--- src/rtl/coin_credit_module_if.sv ---
// Coin, selection and dispenser signals of the coin credit block, bundled for port use.
// The master side drives sensors and requests; the slave side is the credit logic.
interface coin_credit_module_if;
    logic       coin_100;
    logic       coin_500;
    logic [2:0] coffee_type;
    logic       request;
    logic       cancel;
    logic       busy;
    logic [3:0] total_coins;
    logic [3:0] change;
    logic       enable;
    logic       refund;
    logic       reject;
    logic [1:0] state;

    modport master (
        output coin_100, coin_500, coffee_type, request, cancel, busy,
        input  total_coins, change, enable, refund, reject, state
    );

    modport slave (
        input  coin_100, coin_500, coffee_type, request, cancel, busy,
        output total_coins, change, enable, refund, reject, state
    );
endinterface

--- src/rtl/coin_credit_module.sv ---
// Coin credit accumulator with per-sensor debouncing, price check, refund and vend handshake.
// All outputs come straight from registers.

module coin_debouncer #(
    parameter int DEBOUNCE_CYCLES = 4
) (
    input  logic clock,
    input  logic reset,
    input  logic raw,
    output logic coin_event
);
    localparam int CNT_W = $clog2(DEBOUNCE_CYCLES + 1);
    localparam logic [CNT_W-1:0] LAST_COUNT = CNT_W'(DEBOUNCE_CYCLES - 1);

    logic [CNT_W-1:0] stable_cnt;
    logic             level_q;
    logic             level_prev_q;
    logic             hold_off_q;

    // hold_off stays set after reset until the sensor is seen empty, so a coin
    // sitting in the slot during reset is never credited.
    always_ff @(posedge clock) begin
        if (reset) begin
            stable_cnt   <= '0;
            level_q      <= 1'b0;
            level_prev_q <= 1'b0;
            hold_off_q   <= 1'b1;
        end else begin
            level_prev_q <= level_q;
            if (!raw && !level_q) begin
                hold_off_q <= 1'b0;
            end
            if (raw != level_q) begin
                if (stable_cnt == LAST_COUNT) begin
                    level_q    <= raw;
                    stable_cnt <= '0;
                end else begin
                    stable_cnt <= stable_cnt + CNT_W'(1);
                end
            end else begin
                stable_cnt <= '0;
            end
        end
    end

    assign coin_event = level_q & ~level_prev_q & ~hold_off_q;
endmodule

module coin_credit_module #(
    parameter int DEBOUNCE_CYCLES = 4,
    parameter int MAX_CREDIT      = 10
) (
    input  logic                 clock,
    input  logic                 reset,
    coin_credit_module_if.slave  bus
);
    typedef enum logic [1:0] {
        IDLE = 2'b00,
        VEND = 2'b01,
        WAIT = 2'b10
    } state_t;

    localparam logic [4:0] MAX_SUM = 5'(MAX_CREDIT);

    state_t     state_q, state_d;
    logic [3:0] total_q, total_d;
    logic [3:0] change_q, change_d;
    logic       enable_q, enable_d;
    logic       refund_q, refund_d;
    logic       reject_q, reject_d;
    logic       request_prev_q;

    logic       event_100;
    logic       event_500;
    logic       any_coin;
    logic [3:0] coin_sum;
    logic [4:0] credit_sum;
    logic [3:0] price;
    logic       type_valid;
    logic       request_rise;

    coin_debouncer #(.DEBOUNCE_CYCLES(DEBOUNCE_CYCLES)) u_deb_100 (
        .clock      (clock),
        .reset      (reset),
        .raw        (bus.coin_100),
        .coin_event (event_100)
    );

    coin_debouncer #(.DEBOUNCE_CYCLES(DEBOUNCE_CYCLES)) u_deb_500 (
        .clock      (clock),
        .reset      (reset),
        .raw        (bus.coin_500),
        .coin_event (event_500)
    );

    always_comb begin
        price      = 4'd0;
        type_valid = 1'b1;
        case (bus.coffee_type)
            3'b000:  price = 4'd3;
            3'b001:  price = 4'd4;
            3'b010:  price = 4'd5;
            3'b011:  price = 4'd6;
            3'b100:  price = 4'd8;
            default: type_valid = 1'b0;
        endcase
    end

    // The sum is checked one bit wider so that 10 + 6 cannot wrap into a false fit.
    assign any_coin     = event_100 | event_500;
    assign coin_sum     = (event_100 ? 4'd1 : 4'd0) + (event_500 ? 4'd5 : 4'd0);
    assign credit_sum   = {1'b0, total_q} + {1'b0, coin_sum};
    assign request_rise = bus.request & ~request_prev_q;

    always_comb begin
        state_d  = state_q;
        total_d  = total_q;
        change_d = change_q;
        enable_d = 1'b0;
        refund_d = 1'b0;
        reject_d = 1'b0;
        case (state_q)
            IDLE: begin
                if (bus.cancel && (total_q != 4'd0)) begin
                    change_d = total_q;
                    total_d  = 4'd0;
                    refund_d = 1'b1;
                    reject_d = any_coin;
                end else if (request_rise) begin
                    if (type_valid && (total_q >= price)) begin
                        change_d = total_q - price;
                        total_d  = 4'd0;
                        state_d  = VEND;
                        enable_d = 1'b1;
                        reject_d = any_coin;
                    end else begin
                        reject_d = 1'b1;
                    end
                end else if (any_coin) begin
                    if (credit_sum <= MAX_SUM) begin
                        total_d  = credit_sum[3:0];
                        change_d = 4'd0;
                    end else begin
                        reject_d = 1'b1;
                    end
                end
            end
            VEND: begin
                reject_d = any_coin;
                if (bus.busy) begin
                    state_d = WAIT;
                end else begin
                    enable_d = 1'b1;
                end
            end
            WAIT: begin
                reject_d = any_coin;
                if (!bus.busy) begin
                    state_d = IDLE;
                end
            end
            default: state_d = IDLE;
        endcase
    end

    always_ff @(posedge clock) begin
        if (reset) begin
            state_q        <= IDLE;
            total_q        <= 4'd0;
            change_q       <= 4'd0;
            enable_q       <= 1'b0;
            refund_q       <= 1'b0;
            reject_q       <= 1'b0;
            request_prev_q <= 1'b0;
        end else begin
            state_q        <= state_d;
            total_q        <= total_d;
            change_q       <= change_d;
            enable_q       <= enable_d;
            refund_q       <= refund_d;
            reject_q       <= reject_d;
            request_prev_q <= bus.request;
        end
    end

    assign bus.total_coins = total_q;
    assign bus.change      = change_q;
    assign bus.enable      = enable_q;
    assign bus.refund      = refund_q;
    assign bus.reject      = reject_q;
    assign bus.state       = state_q;
endmodule
--- src/flat_wrapper.sv ---
// flat-port wrapper written by rule: the top's interface ports become plain ports
module coin_credit_module_flat 
#(
    parameter int DEBOUNCE_CYCLES = 4,
    parameter int MAX_CREDIT      = 10
)
  (clock, reset, bus_coin_100, bus_coin_500, bus_coffee_type, bus_request, bus_cancel, bus_busy, bus_total_coins, bus_change, bus_enable, bus_refund, bus_reject, bus_state);
  coin_credit_module_if bus_i ();
  input  logic clock;
  input  logic reset;
  input wire logic [$bits(bus_i.coin_100)-1:0] bus_coin_100;
  input wire logic [$bits(bus_i.coin_500)-1:0] bus_coin_500;
  input wire logic [$bits(bus_i.coffee_type)-1:0] bus_coffee_type;
  input wire logic [$bits(bus_i.request)-1:0] bus_request;
  input wire logic [$bits(bus_i.cancel)-1:0] bus_cancel;
  input wire logic [$bits(bus_i.busy)-1:0] bus_busy;
  output wire logic [$bits(bus_i.total_coins)-1:0] bus_total_coins;
  output wire logic [$bits(bus_i.change)-1:0] bus_change;
  output wire logic [$bits(bus_i.enable)-1:0] bus_enable;
  output wire logic [$bits(bus_i.refund)-1:0] bus_refund;
  output wire logic [$bits(bus_i.reject)-1:0] bus_reject;
  output wire logic [$bits(bus_i.state)-1:0] bus_state;
  assign bus_i.coin_100 = bus_coin_100;
  assign bus_i.coin_500 = bus_coin_500;
  assign bus_i.coffee_type = bus_coffee_type;
  assign bus_i.request = bus_request;
  assign bus_i.cancel = bus_cancel;
  assign bus_i.busy = bus_busy;
  assign bus_total_coins = bus_i.total_coins;
  assign bus_change = bus_i.change;
  assign bus_enable = bus_i.enable;
  assign bus_refund = bus_i.refund;
  assign bus_reject = bus_i.reject;
  assign bus_state = bus_i.state;
  coin_credit_module #(.DEBOUNCE_CYCLES(DEBOUNCE_CYCLES), .MAX_CREDIT(MAX_CREDIT)) u_core (.clock(clock), .reset(reset), .bus(bus_i));
endmodule
--- config.mk ---
export PLATFORM = sky130hd
export DESIGN_NAME = coin_credit_module_flat
export DESIGN_NICKNAME = d
export VERILOG_FILES = /design/src/rtl/coin_credit_module_if.sv /design/src/rtl/coin_credit_module.sv /design/src/flat_wrapper.sv
export SDC_FILE = /design/constraint.sdc
export NUM_CORES = 1
export LEC_CHECK = 0
export ABC_AREA = 1
export CAP_MARGIN = 5
export CORE_MARGIN = 4
export CORE_UTILIZATION = 49
export DETAILED_ROUTE_END_ITERATION = 12
export PLACE_DENSITY = 0.84
export SETUP_SLACK_MARGIN = 0.15
export SYNTH_ARGS = -nofsm -noshare
export SYNTH_HDL_FRONTEND = slang
export SYNTH_HIERARCHICAL = 1
export SYNTH_SLANG_ARGS = --single-unit
--- constraint.sdc ---
create_clock -name clock -period 2.5 [get_ports clock]
set_input_delay 0.75 -clock clock [delete_from_list [all_inputs] [get_ports clock]]
set_output_delay 0.75 -clock clock [all_outputs]
set_load 0.02 [all_outputs]
* Word-level counts from Yosys, hierarchy flattened
Index checks and enable logic that the tools add are counted.
W data, S select, Z words.
** Storage, ports and cells
- Bits in registers :: 26
- Word-level logic and storage cells :: 106
- Bits of input ports :: 10
** Operators by class
- $lt $le $gt $ge :: 2
- Reduce and logical (&&, ||, !) cells :: 22
- $add $sub $neg :: 5
- Multiplexer cells :: 32
- Equal/unequal tests :: 16
- Bitwise gates (word level) :: 14
** Operators by type and width (count)
- $mux W4 :: 10
- $pmux W4 S5 :: 1
- $eq A3 B2 Y1 const B :: 4
- $mux W1 :: 12
- $mux W2 :: 5
- $not A1 Y1 :: 8
- $add A3 B1 Y3 const B :: 2
- $ne A2 B2 Y1 const B :: 3
- $pmux W2 S3 :: 1
- $reduce_bool A3 Y1 :: 2
- $reduce_or A3 Y1 :: 2
- $add A4 B4 Y5 :: 1
- $and A1 B1 Y1 :: 5
- $le A5 B4 Y1 const B :: 1
- $reduce_and A5 Y1 :: 1
- $reduce_or A5 Y1 :: 1
- $add A4 B4 Y4 :: 1
- $ge A4 B4 Y1 :: 1
- $logic_and A1 B1 Y1 :: 4
- $logic_not A1 Y1 :: 4
- $ne A2 B1 Y1 const B :: 2
- $pmux W1 S2 :: 2
- $reduce_and A2 Y1 :: 2
- $reduce_and A4 Y1 :: 1
- other kinds (13) :: 15

* Depth between registers and ports, before layout
Gate-level depths: netlist of the first run.
- Word-level depth :: 12
- Gate-level depth with buffers :: 17
- Gate-level depth less buffers :: 17

* Modules after synthesis
Netlist of the first run, hierarchy kept.
** Modules (own cells, without submodules)
- coin_credit_module :: times used 1, cells each 167, seq. area each 280.3 µm², area each 1163.6 µm²
- coin_debouncer :: times used 2, cells each 26, seq. area each 120.1 µm², area each 242.7 µm²

* Worst setup path before layout of the first run
No wires, ideal clock.
- Kind :: in2reg
- Start point :: input port bus_coffee_type[2]
- End point :: register u_core.total_q[0], in the netlist u_core/bus.total_coins[0]
- Setup time :: 115 ps
- Path buffers :: 1
- Path slack :: 110 ps
- Required time :: 2385 ps
- Stages on the path :: 17
- Arrival time :: 2275 ps
- Cells stage by stage :: inv_1 nand2_1 o21ai_0 ha_1 inv_1 fa_1 inv_1 nand2_1 nand2_1 nand2_1 nand3_2 nand2_4 nand2_4 buf_6 nand3_2 nand2_1 nor2_1
** On the way
- Longest elaborated chain between the ends :: 6
- Elaborated cells between the ends (all ways) :: 12
** Ends and longest elaborated chain
- from (decl) :: RTL line flat_wrapper.sv:13 : input wire logic [$bits(bus_i.coffee_type)-1:0] bus_coffee_type;
- $eq A3 B3 Y1, or another cell as far along :: RTL line coin_credit_module.sv:99 : case (bus.coffee_type)
- $pmux W4 S5 or $reduce_or A5 Y1 (tied branches)
- $ge A4 B4 Y1 or $mux W1 (tied branches) :: RTL line coin_credit_module.sv:130, coin_credit_module.sv:99
- $logic_and A1 B1 Y1 * :: RTL line coin_credit_module.sv:130 : if (type_valid && (total_q >= price)) begin
- $ne A3 B3 Y1 (no line) *
- $reduce_and A4 Y1 (no line) *
- to (signal assigned) :: RTL line coin_credit_module.sv:177 : total_q <= total_d;
- to (decl) :: RTL line coin_credit_module.sv:66 : logic [3:0] total_q, total_d;
Mark *: on every way between the ends. The rest lies on a longest branch, timed or not.
A chain may end at the register's enable or synchronous reset.

* Final worst setup path of the first run
- Start point :: register u_core.total_q[3], in the netlist u_core/bus.total_coins[3]
- End point :: output port bus_total_coins[3]
** RTL lines
- to (decl) :: RTL line flat_wrapper.sv:17 : output wire logic [$bits(bus_i.total_coins)-1:0] bus_total_coins;
No word-level cell between the ends.

==> flow_summary.ini, run 1 <==
[placement]
dpl_cell_area_um2 = 1980
gp_congestion = 0.921
io_buffers = 22
place_ws_ps = -463
place.detailed.hpwl_mm = 2.52

[detailed_routing]
wirelength_mm = 3.48
drc = 0
viasPerCell = 4.93
dr.pass1.iters = 4
wl_per_cell_um = 11.5
dr.first_iter.drc_count = 60
num_vias = 1483
drtAntennaViolNets = 0

[critical_path]
critPathTopFamily = buffers and inverters
r2r_slack_ps = 270
cpPeakStageDelay_ps = 680
r2r_end = u_core/bus.change[1]
path_class = flop to output port
crit_path_top_delay_cell = clkdlybuf4s50_1
worstSetupStartpointType = flop
crit_fanout = 7
path_buf_inv = 1
rr_worst_depth = 11
required_ps = 1750
crit_arrival_ps = 1550
end_kind = output port
path_cells = clkdlybuf4s50_1
r2r_start = u_core/u_deb_100/level_q

[global_route]
grt_use_total_pct = 16.3
grt_max_degree = 16
grt_pass1_wl_mm = 5.65
antenna_found_initial = 0
overflow = 0
first_global_vias = 1380

[sta]
finClkSkew_ps = 6.19
min_period_ps = 2300
timing.setup.tns_ps = 0
setup_viol = 0
hold_violations = 0
layout_setup_ws_ps = 204
post-route-period-util_pct = 91.8
worst_slew_pin_slew_ps = 450
maxSlewHeadroom_pct = 70.0
slew_viol_final = 0
max_freq_ghz = 0.436
rsz0062_at_grt = true

[logic_synthesis]
synthCells = 219
synth_area_per_cell_um2 = 7.53
synth.largest_area_cell = dfxtp_1
syn-num-nets = 248
async_reset_ff_share_pct = 0
synth_edf_count = 0
syn-cell-area_um2 = 1650
post-synth-top-count-cell = nand2_1
ys_seq_area_share_pct = 31.6
synth-main-ff-cell = dfxtp_1
synth_top_cells_by_count = 40 x nand2_1, 30 x nor2_1, 28 x inv_1
synth-seq-cells = 26
yosys_warnings = 6
synth_area_leaders = dfxtp_1 32%, ha_1 13%, nand2_1 9.1%
yosysUniqueCellTypes = 24
synth_top_area_share_pct = 31.6

[floorplan]
die_width_um = 66.0
die_area_um2 = 4360
start_util_pct = 52.7
fp-row-count = 20
die_h_um = 66.0
core_area_um2 = 3130
io_pins = 23

[layout]
antenna_cells = 0
drive_gt1_share_pct = 21.8
fin_nets = 287
syn_to_final_growth_pct = 27.9
nFillCells = 260
fin_area_um2 = 2110
regArea_um2 = 522
multiInputGateArea_um2 = 1050

[clock_network]
clock_latency_ps = 320
cts_tree = done
htree_levels = 1
clock-root-buffer = clkbuf_4
path_clk_slew_ps = 130
cts-hold-fix-buffers = 0
clock-sinks = 26
clockBufferDepth = 2
cts_buffers = 3

[power]
vdd_drop_max_mv = 0.533
p_per_area_nw_per_um2 = 766
p_leak_nw = 1.00

[run_status]
status = complete, no violations

[min_path]
worstHoldStart = u_core/u_deb_500/stable_cnt[0]
whs_path_depth = 1
holdPathEnd = u_core/u_deb_500/stable_cnt[0]
hold_path_class = flop to flop

[run]
cap_violations = 0
-- worst max path at each step --
stage | startpoint | to | slack [ps] | depth (start not counted)
2_1_floorplan | bus_coffee_type[2] | u_core/bus.total_coins[0] | 160 | 17
4_1_cts | bus_coffee_type[1] | u_core/bus.total_coins[2] | 170 | 18
3_5_place_dp | bus_coffee_type[1] | u_core/bus.total_coins[2] | -460 | 18
5_1_grt | bus_coffee_type[1] | u_core/bus.total_coins[2] | 100 | 18
6_report | u_core/bus.total_coins[3] | bus_total_coins[3] | 200 | 1
3_3_place_gp | bus_coffee_type[1] | u_core/bus.total_coins[2] | -360 | 17
-- cells in the final DEF, fill, tap and decap left out, types with 2 or more instances in the layout --
cell type        count
nor2_4               3
o21ai_0              8
inv_2                8
nand3_4              2
nand3_2              6
nand3b_1             4
clkbuf_4             3
nand3b_4             2
inv_1               25
ha_1                16
nand3_1             11
buf_4               13
nor2_1              30
clkdlybuf4s50_1     19
nor3_1               4
nand2_2              5
nand2_1             38
clkbuf_2             2
dfxtp_1             25
a21oi_1             16
nand2_4              4
-- state kept, by name, summed over array words and instances, names as in the netlist --
signal / flops
u_core/u_deb_100/hold_off_q: 1
u_core/u_deb_500/level_q: 1
u_core/request_prev_q: 1
u_core/bus.reject: 1
u_core/u_deb_500/hold_off_q: 1
u_core/u_deb_100/level_prev_q: 1
u_core/u_deb_100/level_q: 1
u_core/u_deb_500/stable_cnt: 3
u_core/bus.total_coins: 4
u_core/bus.change: 4
u_core/bus.enable: 1
u_core/bus.refund: 1
u_core/bus.state: 2
u_core/u_deb_500/level_prev_q: 1
u_core/u_deb_100/stable_cnt: 3
-- timing repair --
action	4_1_cts	5_1_grt
setup buffers	1	1
setup endpoints to repair	11	12
cloned	1	1
resized for setup	9	17
pin swaps	2	8
-- stage by stage --
stage               hold WS (ps)  power (mW)  utilization, %  instances
detailed placement           417        1.27            63.3        293
global route                 453        1.74            67.4        301
floorplan                    397        1.04               -        219
CTS                          436        1.59            65.9        299
global placement             410        1.25            63.3        293
finish                       433        1.62            67.4        301
-- layer usage --
| metal | wire length [µm] | global-route usage [%] | share of wire (%) |
|---|---|---|---|
| met1 | 1590 | 20.6 | 46 |
| met2 | 1700 | 28.8 | 49 |
| met3 | 165 | 3.57 | 4.7 |
| met4 | 12 | 2.28 | 0.35 |
| met5 | 0 | 0 | 0 |
-- area by class of cell --
class,instances,share of cell area (%)
repair buffers,34,14.1
flip-flops and latches,26,24.7
multi-input cells,159,50.0
inverters,34,6.05
well taps,44,2.61
clock inverters,1,1.42
clock buffers,3,1.07
-- power by group --
| group | internal (mW) | switching, mW | leakage (nW) |
|---|---|---|---|
| sequential | 0.476 | 0.0576 | 0.213 |
| combinational | 0.333 | 0.466 | 0.760 |
| clock | 0.162 | 0.121 | 0.0279 |
-- cell families (layout without fill, tap and decap cells) --
family	count (synthesis)	count (layout)	synth area share [%]
fa+ha+maj	19	19	15.3
flops	26	26	31.6
buf+inv	36	72	9.10
xor+xnor	1	1	0.531
compound gates	28	28	8.80
simple gates	109	111	34.7
(Power assumes the default switching activity.)
==> run 2: changes to the inputs <==
Settings changed: HOLD_SLACK_MARGIN from default to 0.06, SLEW_MARGIN from default to 10.
==> results of run 2 <==
The final DEF is identical to that of run 1; final timing and power are the same.
==> run 3: changes to the inputs <==
--- a/config.mk
+++ b/config.mk
@@ -9,3 +9,3 @@
 export CAP_MARGIN = 5
-export CORE_MARGIN = 4
+export CORE_MARGIN = 1.5
 export CORE_UTILIZATION = 49
@@ -14,2 +14,3 @@
 export PLACE_DENSITY = 0.84
+export REMOVE_ABC_BUFFERS = 1
 export SETUP_SLACK_MARGIN = 0.15
==> constraint.sdc (replaced) <==
create_clock -name clock -period 2.5 [get_ports clock]
set_input_delay 0.5 -clock clock [delete_from_list [all_inputs] [get_ports clock]]
set_output_delay 0.5 -clock clock [all_outputs]
set_load 0.02 [all_outputs]
==> flow_summary.ini, run 3 (same netlist as run 1, synthesis figures left out) <==
[placement]
place.detailed.hpwl_mm = 2.32
gp_congestion = 0.912
dpl_cell_area_um2 = 1950
place_ws_ps = -255
io_buffers = 22
dp_cells = 289

[sta]
setup_viol = 0
layout_setup_ws_ps = 227
worst_slew_pin_slew_ps = 461
maxSlewHeadroom_pct = 69.2
post-route-period-util_pct = 90.9
whs_ps = 425
finClkSkew_ps = 5.28
rsz0062_at_grt = true
min_period_ps = 2270
max_freq_ghz = 0.440
slew_viol_final = 0
hold_violations = 0

[layout]
regArea_um2 = 520
mostFrequentLayoutCell = nand2_1
final_cell_mix = 40 x nand2_1, 30 x nor2_1, 27 x inv_1
fin_nets = 281
antenna_cells = 0
multiInputGateArea_um2 = 1020
drive_gt1_share_pct = 16.7
fin_area_um2 = 2030
nFillCells = 283
syn_to_final_growth_pct = 23.3
instances_no_fill = 295

[power]
p_int_mw = 0.872
p_sw_share_pct = 41.5
p_per_area_nw_per_um2 = 733
power.switching_mw = 0.618
seq_power_share_pct = 35.6
comb_power_share_pct = 50.5
p_leak_nw = 0.983
power.total_mw = 1.49
vdd_drop_max_mv = 0.465
clkPwrFrac_pct = 13.9

[floorplan]
fp-row-count = 20
die_h_um = 61.0
die_area_um2 = 3720
core_area_um2 = 3130
io_pins = 23
die_width_um = 61.0
start_util_pct = 52.7

[detailed_routing]
dr.first_iter.drc_count = 64
drtAntennaViolNets = 0
num_vias = 1456
dr.pass1.iters = 5
drc = 0
wl_per_cell_um = 11.2
wirelength_mm = 3.30
viasPerCell = 4.94

[global_route]
first_global_vias = 1349
grt_use_total_pct = 19.4
met2_usage_pct = 34.3
overflow = 0
gr-usage-met1_pct = 24.3
grt_busiest_layer = met2
use_met3_pct = 3.99
antenna_found_initial = 0
grt_pass1_wl_mm = 5.48
grt_max_degree = 16

[critical_path]
crit_arrival_ps = 2500
worstSetupStartpointType = flop
crit_path_top_delay_cell = fa_1
cpPeakStageDelay_ps = 420
crit_top_cell = nand2_1
path_class = flop to flop
path_cells = inv_1, nor3_1, buf_4, fa_1, ha_1, nand2_1, nand2_1, a21oi_2, nand3_2, a21oi_1, nor2_1
required_ps = 2720
crit_fanout = 7
end_kind = flop

[run]
cap_violations = 0

[clock_network]
path_clk_slew_ps = 130
htree_levels = 1
cts_buffers = 3
cts_tree = done
clockBufferDepth = 2
cts-hold-fix-buffers = 0
clock-root-buffer = clkbuf_4
clock-sinks = 26
clock_latency_ps = 320

[run_status]
status = complete, no violations

[min_path]
hold_path_class = flop to flop
-- run 3: cell count changes in the layout (fill, tap and decap cells not counted), moves of 2 or more --
cell / change
clkbuf_2: -2
inv_1: +2
nand2_1: +2
buf_4: -7
dlymetal6s2s_1: +2
inv_2: -2
-- run 3: metal layers --
layer / share of wire [%] / up-vias
met3: 6.1 / 9
met5: 0 / -
met4: 1.6 / 0
met1: 46 / 648
met2: 46 / 38
li1: - / 761
-- run 3: worst max-delay path: cells and delay by family, from the launching register on --
family | cells | cell delay [ps]
AOI/OAI and AO/OA | 2 | 500
adders and majority gates | 2 | 650
buffers and inverters | 2 | 220
DFF | 1 | 330
and+or+nand+nor | 5 | 470
-- run 3: layout make-up --
type,count,area share (%)
inverters,34,6.28
multi-input cells,159,50.4
clock buffers,4,1.78
well taps,44,2.71
flip-flops and latches,26,25.6
repair buffers,28,13.2
-- run 3: path summary, 6_finish.rpt --
| path | from | to | slack [ps] | cells after the start |
|---|---|---|---|---|
| setup / recovery | u_core/u_deb_100/level_q | u_core/bus.total_coins[0] | 230 | 11 |
| hold / removal | u_core/u_deb_500/stable_cnt[0] | u_core/u_deb_500/stable_cnt[0] | 420 | 1 |
| setup reg to reg | u_core/u_deb_100/level_q | u_core/bus.total_coins[0] | 230 | 11 |
| hold reg to reg | u_core/u_deb_500/stable_cnt[0] | u_core/u_deb_500/stable_cnt[0] | 420 | 1 |
-- run 3: stage by stage --
step | util (%) | TNS (ps)
after CTS | 63.6 | 0
after detailed placement | 62.2 | -2030
after global routing | 65.0 | 0
after global placement | 62.2 | -1100
final | 65.0 | 0
after floorplan | - | 0
-- run 3: what timing repair did --
action	4_1_cts	5_1_grt
gates resized for setup	2	8
buffers inserted	0	0
gates cloned	0	2
hold endpoints to repair	0	0
endpoints found under the setup margin	8	12
pin swaps	0	3
-- run 3: power by group through the flow --
stage	combinational, mW	clock, mW	sequential, mW
3_5_place_dp	0.703	0	0.540
2_1_floorplan	0.431	0	0.593
4_1_cts	0.724	0.221	0.531
5_1_grt	0.838	0.234	0.541
6_report	0.753	0.207	0.530
3_3_place_gp	0.692	0	0.539
